File: src/rtl/uart_pkg.sv
// rtl/uart_pkg.sv - UART state encoding and parity constants shared by transmitter and receiver
package uart_pkg;

    typedef enum logic [2:0] {
        IDLE   = 3'd0,
        START  = 3'd1,
        DATA   = 3'd2,
        PARITY = 3'd3,
        STOP   = 3'd4
    } uart_state_t;

    localparam int PAR_NONE = 0;
    localparam int PAR_ODD  = 1;
    localparam int PAR_EVEN = 2;

endpackage

File: src/rtl/uart_baud_cnt.sv
// rtl/uart_baud_cnt.sv - bit-period counter, tick on the last clock of each serial bit
module uart_baud_cnt #(
    parameter int CLKS_PER_BIT = 87
) (
    input  logic i_Clock,
    input  logic i_Rst_n,
    input  logic clr,
    output logic tick
);

    localparam int CNT_W = (CLKS_PER_BIT > 1) ? $clog2(CLKS_PER_BIT) : 1;
    localparam logic [CNT_W-1:0] CNT_LAST = CNT_W'(CLKS_PER_BIT - 1);

    logic [CNT_W-1:0] r_cnt;

    // With one clock per bit CNT_LAST is 0, so the counter never leaves 0 and tick stays high.
    assign tick = (r_cnt == CNT_LAST);

    always_ff @(posedge i_Clock) begin
        if (!i_Rst_n || clr || tick) begin
            r_cnt <= '0;
        end else begin
            r_cnt <= r_cnt + 1'b1;
        end
    end

endmodule

File: src/rtl/uart_tx_cfg.sv
// rtl/uart_tx_cfg.sv - parametrised UART transmitter with ready/valid word input
module uart_tx_cfg #(
    parameter int CLKS_PER_BIT = 87,
    parameter int DATA_BITS    = 8,
    parameter int PARITY       = 0,
    parameter int STOP_BITS    = 1
) (
    input  logic                 i_Clock,
    input  logic                 i_Rst_n,
    input  logic                 tx_data_valid,
    input  logic [DATA_BITS-1:0] in,
    output logic                 tx_ready,
    output logic                 tx_active,
    output logic                 tx_serial_data,
    output logic                 tx_done
);

    import uart_pkg::*;

    localparam int BIT_W = $clog2(DATA_BITS + 1);
    localparam logic [BIT_W-1:0] DATA_LAST = BIT_W'(DATA_BITS);
    localparam logic [BIT_W-1:0] STOP_LAST = BIT_W'(STOP_BITS - 1);

    generate
        if (PARITY != PAR_NONE && PARITY != PAR_ODD && PARITY != PAR_EVEN) begin : g_bad_parity
            $error("uart_tx_cfg: PARITY must be 0 (none), 1 (odd) or 2 (even)");
        end
        if (DATA_BITS < 5 || DATA_BITS > 9) begin : g_bad_data_bits
            $error("uart_tx_cfg: DATA_BITS must be 5..9");
        end
        if (STOP_BITS < 1 || STOP_BITS > 2) begin : g_bad_stop_bits
            $error("uart_tx_cfg: STOP_BITS must be 1 or 2");
        end
        if (CLKS_PER_BIT < 1 || CLKS_PER_BIT > 65535) begin : g_bad_clks
            $error("uart_tx_cfg: CLKS_PER_BIT must be 1..65535");
        end
    endgenerate

    uart_state_t          r_state;
    logic [DATA_BITS-1:0] r_shift;
    logic [BIT_W-1:0]     r_bit_cnt;
    logic                 r_par;
    logic                 r_line;
    logic                 r_active;
    logic                 r_done;
    logic                 w_clr;
    logic                 w_tick;

    // Holding the bit timer in clear while idle makes every bit start a full period after accept.
    assign w_clr = (r_state == IDLE);

    uart_baud_cnt #(
        .CLKS_PER_BIT(CLKS_PER_BIT)
    ) u_baud (
        .i_Clock(i_Clock),
        .i_Rst_n(i_Rst_n),
        .clr    (w_clr),
        .tick   (w_tick)
    );

    assign tx_ready       = (r_state == IDLE) && i_Rst_n;
    assign tx_active      = r_active;
    assign tx_serial_data = r_line;
    assign tx_done        = r_done;

    always_ff @(posedge i_Clock) begin
        if (!i_Rst_n) begin
            r_state   <= IDLE;
            r_shift   <= '0;
            r_bit_cnt <= '0;
            r_par     <= 1'b0;
            r_line    <= 1'b1;
            r_active  <= 1'b0;
            r_done    <= 1'b0;
        end else begin
            r_done <= 1'b0;
            case (r_state)
                IDLE: begin
                    if (tx_data_valid) begin
                        r_shift   <= in;
                        r_bit_cnt <= '0;
                        r_par     <= 1'b0;
                        r_line    <= 1'b0;
                        r_active  <= 1'b1;
                        r_state   <= START;
                    end
                end
                START: begin
                    if (w_tick) begin
                        r_line    <= r_shift[0];
                        r_par     <= r_shift[0];
                        r_shift   <= r_shift >> 1;
                        r_bit_cnt <= BIT_W'(1);
                        r_state   <= DATA;
                    end
                end
                DATA: begin
                    if (w_tick) begin
                        // r_bit_cnt counts data bits already placed on the line.
                        if (r_bit_cnt == DATA_LAST) begin
                            r_bit_cnt <= '0;
                            if (PARITY != PAR_NONE) begin
                                r_line  <= (PARITY == PAR_ODD) ? ~r_par : r_par;
                                r_state <= uart_pkg::PARITY;
                            end else begin
                                r_line  <= 1'b1;
                                r_state <= STOP;
                            end
                        end else begin
                            r_line    <= r_shift[0];
                            r_par     <= r_par ^ r_shift[0];
                            r_shift   <= r_shift >> 1;
                            r_bit_cnt <= r_bit_cnt + 1'b1;
                        end
                    end
                end
                uart_pkg::PARITY: begin
                    if (w_tick) begin
                        r_line    <= 1'b1;
                        r_bit_cnt <= '0;
                        r_state   <= STOP;
                    end
                end
                STOP: begin
                    if (w_tick) begin
                        if (r_bit_cnt == STOP_LAST) begin
                            r_bit_cnt <= '0;
                            r_active  <= 1'b0;
                            r_done    <= 1'b1;
                            r_state   <= IDLE;
                        end else begin
                            r_bit_cnt <= r_bit_cnt + 1'b1;
                        end
                    end
                end
                default: begin
                    r_bit_cnt <= '0;
                    r_line    <= 1'b1;
                    r_active  <= 1'b0;
                    r_state   <= IDLE;
                end
            endcase
        end
    end

endmodule

File: config.mk
export PLATFORM = sky130hd
export DESIGN_NAME = uart_tx_cfg
export DESIGN_NICKNAME = d
export VERILOG_FILES = /design/src/rtl/uart_pkg.sv /design/src/rtl/uart_baud_cnt.sv /design/src/rtl/uart_tx_cfg.sv
export SDC_FILE = /design/constraint.sdc
export NUM_CORES = 1
export LEC_CHECK = 0
export ABC_AREA = 1
export CORE_UTILIZATION = 58
export CTS_CLUSTER_DIAMETER = 120
export DETAILED_ROUTE_END_ITERATION = 10
export PLACE_DENSITY = 0.91
export SETUP_SLACK_MARGIN = 0.15
export SYNTH_ARGS = -nofsm -noshare
export SYNTH_HDL_FRONTEND = slang
export SYNTH_HIERARCHICAL = 1
export SYNTH_SLANG_ARGS = --single-unit
File: constraint.sdc
create_clock -name i_Clock -period 3.2 [get_ports i_Clock]
set_clock_uncertainty 0.15 [all_clocks]
set_input_delay 0.64 -clock i_Clock [delete_from_list [all_inputs] [get_ports i_Clock]]
set_output_delay 0.64 -clock i_Clock [all_outputs]
set_load 0.01 [all_outputs]
# After elaboration in Yosys (flattened, before gate mapping)

Cells that the tools add are included.

Register bits after elaboration: 25
Bits in latches: 0
RAM bits: 0
Memory bits (read-only): 0
Input bits: 11
Output and inout port bits: 4
Logic and storage cells: 71
Memories: 0

Add/subtract/negate cells: 2
Multiply operators: 0
Divide/modulo/power cells: 0
$lt $le $gt $ge: 0
Equality and inequality tests: 14
Shift operators: 0
Muxes and demuxes: 32
Bitwise logic cells: 2
Reductions and logical operators: 14

Operator list:

| kind                  | count |
|---|---|
| $mux W8               | 4 |
| $mux W4               | 7 |
| $pmux W8 S3           | 1 |
| $mux W3               | 7 |
| $pmux W4 S5           | 1 |
| $pmux W3 S5           | 1 |
| $reduce_and A5 Y1     | 3 |
| $mux W1               | 9 |
| $ne A2 B1 Y1 const B  | 4 |
| $ne A2 B2 Y1 const B  | 4 |
| $add A7 B1 Y7 const B | 1 |
| $eq A7 B7 Y1 const B  | 1 |
| $reduce_and A7 Y1     | 1 |
| $eq A3 B2 Y1 const B  | 2 |
| $pmux W1 S5           | 1 |
| $add A4 B1 Y4 const B | 1 |
| $eq A4 B4 Y1 const B  | 1 |
| $logic_not A4 Y1      | 1 |
| $reduce_and A4 Y1     | 1 |
| $eq A3 B1 Y1 const B  | 1 |
| $eq A3 B3 Y1 const B  | 1 |
| $logic_not A3 Y1      | 1 |
| $pmux W1 S3           | 1 |
| $reduce_and A3 Y1     | 1 |
| other kinds (6)       | 8 |

# Logic depth before layout (Yosys ltp)

Word-level depth: 4
Mapped depth: 14
Mapped depth without buffers: 14

# Cells and area by module

The synthesis kept the hierarchy.

By module, submodules not included:

| module        | times used | cells each | area an instance (um^2) | sequential area each (um^2) |
|---|---|---|---|---|
| uart_tx_cfg   | 1          | 172        | 1,091.0                 | 360.3 |
| uart_baud_cnt | 1          | 47         | 340.3                   | 140.1 |

# Least setup slack after synthesis

Ideal clock, no wire load.

Kind: input-to-output
Start: in i_Rst_n
End: out tx_ready
Arrival time: 1.007 ns
Required time: 2.410 ns
Path slack: 1.403 ns
Cell stages on the path: 2
Path buffers: 0
Cells stage by stage: inv_1 -> nor3_1

Word-level cells in the longest chain between the ends: 1

RTL lines:

| item                | line              | source |
|---|---|---|
| start: declaration  | uart_tx_cfg.sv:9  | `input logic i_Rst_n,` |
| $logic_and A1 B1 Y1 | uart_tx_cfg.sv:61 | `assign tx_ready = (r_state == IDLE) && i_Rst_n;` |
| end: declaration    | uart_tx_cfg.sv:12 | `output logic tx_ready,` |

No other way between the ends.

# Final worst setup path

Ends and elaborated chain as after synthesis.

==> metrics.csv <==
stage;metric;value;unit
run;max-cap violations;0;
yosys;synth warn;6;
drt;Final ANT Viol Nets;0;
clocking;CTS sink count;25;
timing;Final Hold Fails;0;
floorplan;Ports;15;
floorplan;die area;0.00267;mm²
floorplan;number of cell rows;17;
clocking;H-tree levels;1;
timing;setup TNS;0;ps
yosys;Netlist Area Pre-Place;0.00143;mm²
finish;diode count;0;
run_status;outcome;completed;
worst_setup_path;Setup crit end kind;output port;
grt;largest net degree at the start of global routing;16;
placed_design;Port Buf Inserts;14;
power;P per Cell Area;915;mW/mm²
timing;worst slew pin tran;384;ps
timing;pins over their slew limit;0;
clocking;CTS tree;built;
timing;final setup violation count;0;
power;total power;1470;µW
clocking;clock buffer depth;2;
worst_setup_path;worst-path cell chain;clkdlybuf4s50_1 > inv_1 > nor3_1 > clkdlybuf4s50_1;
drt;Pre-antenna DRT Iters;4;
yosys;Seq cells post-synth;25;
grt;total track usage;21.7;%
drt;1st-iter DRT viols;18;
placed_design;worst slack at placement;439;ps
worst_setup_path;Worst Path Max Fanout;6;
finish;utilization of the core after routing;70.5;%
placed_design;Post-Place Cell Area;0.00158;mm²
finish;Nets;250;
worst_setup_path;reg2reg start;u_baud/r_cnt[0];
clocking;hold_buf cts;0;
power;Max IR drop VDD;0.713;mV
drt;vias per cell;4.88;
timing;RSZ-0062 raised after global routing;false;
clocking;CTS buffer count;3;
yosys;Avg Inst Size Synth;6.54;µm²
finish;design area;0.00161;mm²
worst_setup_path;r2r endpoint;r_state[2];
clocking;post-CTS sizing;0;
floorplan;die outline height;51.7;µm
power;Static Leak;0.000756;µW
min_path;Hold WC Path Type;register to register;
finish;layout cells sized above 1;9.83;%
grt;first-pass GRT wire length;4440;µm
worst_setup_path;CP max stage delay;560;ps
timing;Final period util;86.2;%
worst_setup_path;Setup crit end;tx_ready;
yosys;syn_nets;234;
finish;most frequent cells in the layout;nand2_1 (58), nor2_1 (37), inv_1 (31), dfxtp_1 (25), nand3_1 (17);
clocking;latest clock arrival within the worst-skew pair;310;ps
finish;fillers;199;
grt;initial antenna violation count;0;
timing;Final min period;2760;ps
yosys;Mapped Cells;219;
drt;drt total wl;2460;µm
timing;setup slack after layout;443;ps
timing;Peak Freq;363;MHz
timing;Worst slew margin;74.4;%
grt;vias in the first global route;1103;
worst_setup_path;R2R setup slack;1350;ps
floorplan;Core Area;0.00228;mm²
worst_setup_path;Crit. Startpoint;i_Rst_n;
clocking;Root Driver;clkbuf_4;
worst_setup_path;Req. time, crit path;2410;ps
worst_setup_path;worst endpoint data arrival time;1970;ps
yosys;Seq/Total Area, Yosys;35.0;%
clocking;register clock-pin slew on the reported worst setup and hold paths;140;ps
yosys;Synth cell types;25;
drt;Routed WL per cell;9.39;µm
drt;Vias;1279;
floorplan;die width;51.7;µm
placed_design;Post-DP HPWL;1970;µm
grt;gr ovfl total;0;
worst_setup_path;Worst path most repeated cell;clkdlybuf4s50_1;
worst_setup_path;Startpoint Class;input pin;
worst_setup_path;Worst Reg-to-Reg Cells;14;
clocking;postcts setup bufs;0;
finish;commonest non-fill, non-tap cell in the layout;nand2_1;
finish;Area Growth Syn to Fin;12.2;%
drt;DRC violations left;0;
worst_setup_path;Slowest-stage cell, CP;clkdlybuf4s50_1;
floorplan;starting density of the core;62.9;%
worst_setup_path;CP Class;input pin to output port;
placed_design;Final GP Congestion;0.825;
==> kinds of logic (layout without fill, tap and decap cells) <==
group / count (synthesis) / in the layout / synth area share [%]
buffers and inverters: 37 / 52 / 11.7
xor gates and xnor gates: 2 / 2 / 1.22
and+or+nand+nor: 132 / 132 / 41.5
DFF: 25 / 25 / 35.0
adders and majority gates: 4 / 4 / 3.50
AOI/OAI and AO/OA: 19 / 19 / 7.08
==> synthesized netlist by cell type <==
master    number  area share (%)
a21boi_0       1            0.52
a21oi_1        8             2.8
a31oi_1        1            0.44
buf_2          1            0.35
buf_6          3             2.4
clkinv_4       1            0.61
dfxtp_1       25              35
ha_1           4             3.5
inv_1         31             8.1
inv_2          1            0.26
nand2_1       58              15
nand2_2        8             3.5
nand3_1       17             5.9
nand3_4        1             1.2
nand3b_2       1            0.79
nand4_1        1            0.44
nor2_1        37             9.7
nor2_2         3             1.3
nor2_4         2             1.6
nor3_1         2            0.70
nor3_2         1            0.70
nor4_1         1            0.44
o21ai_0        8             2.8
o21bai_1       1            0.52
xor2_1         2             1.2
==> layout make-up <==
type                    instances  area (µm²)  area share (%)
clock inverters                 1        7.51           0.468
clock buffers                   3        22.5            1.40
repair buffers                 15         148            9.20
inverters                      33         129            8.03
flip-flops and latches         25         500            31.2
multi-input cells             157         763            47.5
well taps                      28        35.0            2.18
==> critical path, delay by kind of cell <==
family	cells	cell delay, ps
simple gates	1	190
buf+inv	3	1140
==> sequential cells by signal, indices dropped and copies added (netlist names) <==
signal	flops
tx_done	1
r_bit_cnt	4
r_shift	8
tx_serial_data	1
tx_active	1
u_baud/r_cnt	7
r_state	3
==> worst min-delay path by stage <==
| stage | endpoint | cells after the start | startpoint |
|---|---|---|---|
| after floorplan | u_baud/r_cnt[0] | 1 | u_baud/r_cnt[0] |
| after global placement | u_baud/r_cnt[0] | 1 | u_baud/r_cnt[0] |
| after detailed placement | u_baud/r_cnt[0] | 1 | u_baud/r_cnt[0] |
| after CTS | u_baud/r_cnt[0] | 1 | u_baud/r_cnt[0] |
| after global routing | u_baud/r_cnt[0] | 1 | u_baud/r_cnt[0] |
| final | u_baud/r_cnt[0] | 1 | u_baud/r_cnt[0] |
==> where the power goes <==
part	internal [µW]	switching, µW
Clock	47.6	94.5
Sequential	407	68.7
Combinational	307	545
==> stage by stage <==
stage	hold slack [ps]	std cells
after floorplan	280	219
after global routing	350	262
after detailed placement	304	258
after CTS	336	262
after global placement	296	258
final	331	262
==> metal layers <==
layer / up-vias / track usage (%) / routed length, µm
met5: - / 0 / 0
met4: 0 / 5.41 / 20
met3: 2 / 3.51 / 74
met2: 18 / 35.9 / 1130
met1: 554 / 29.3 / 1230
li1: 705 / - / -
Power figures use the tool's default switching activity.
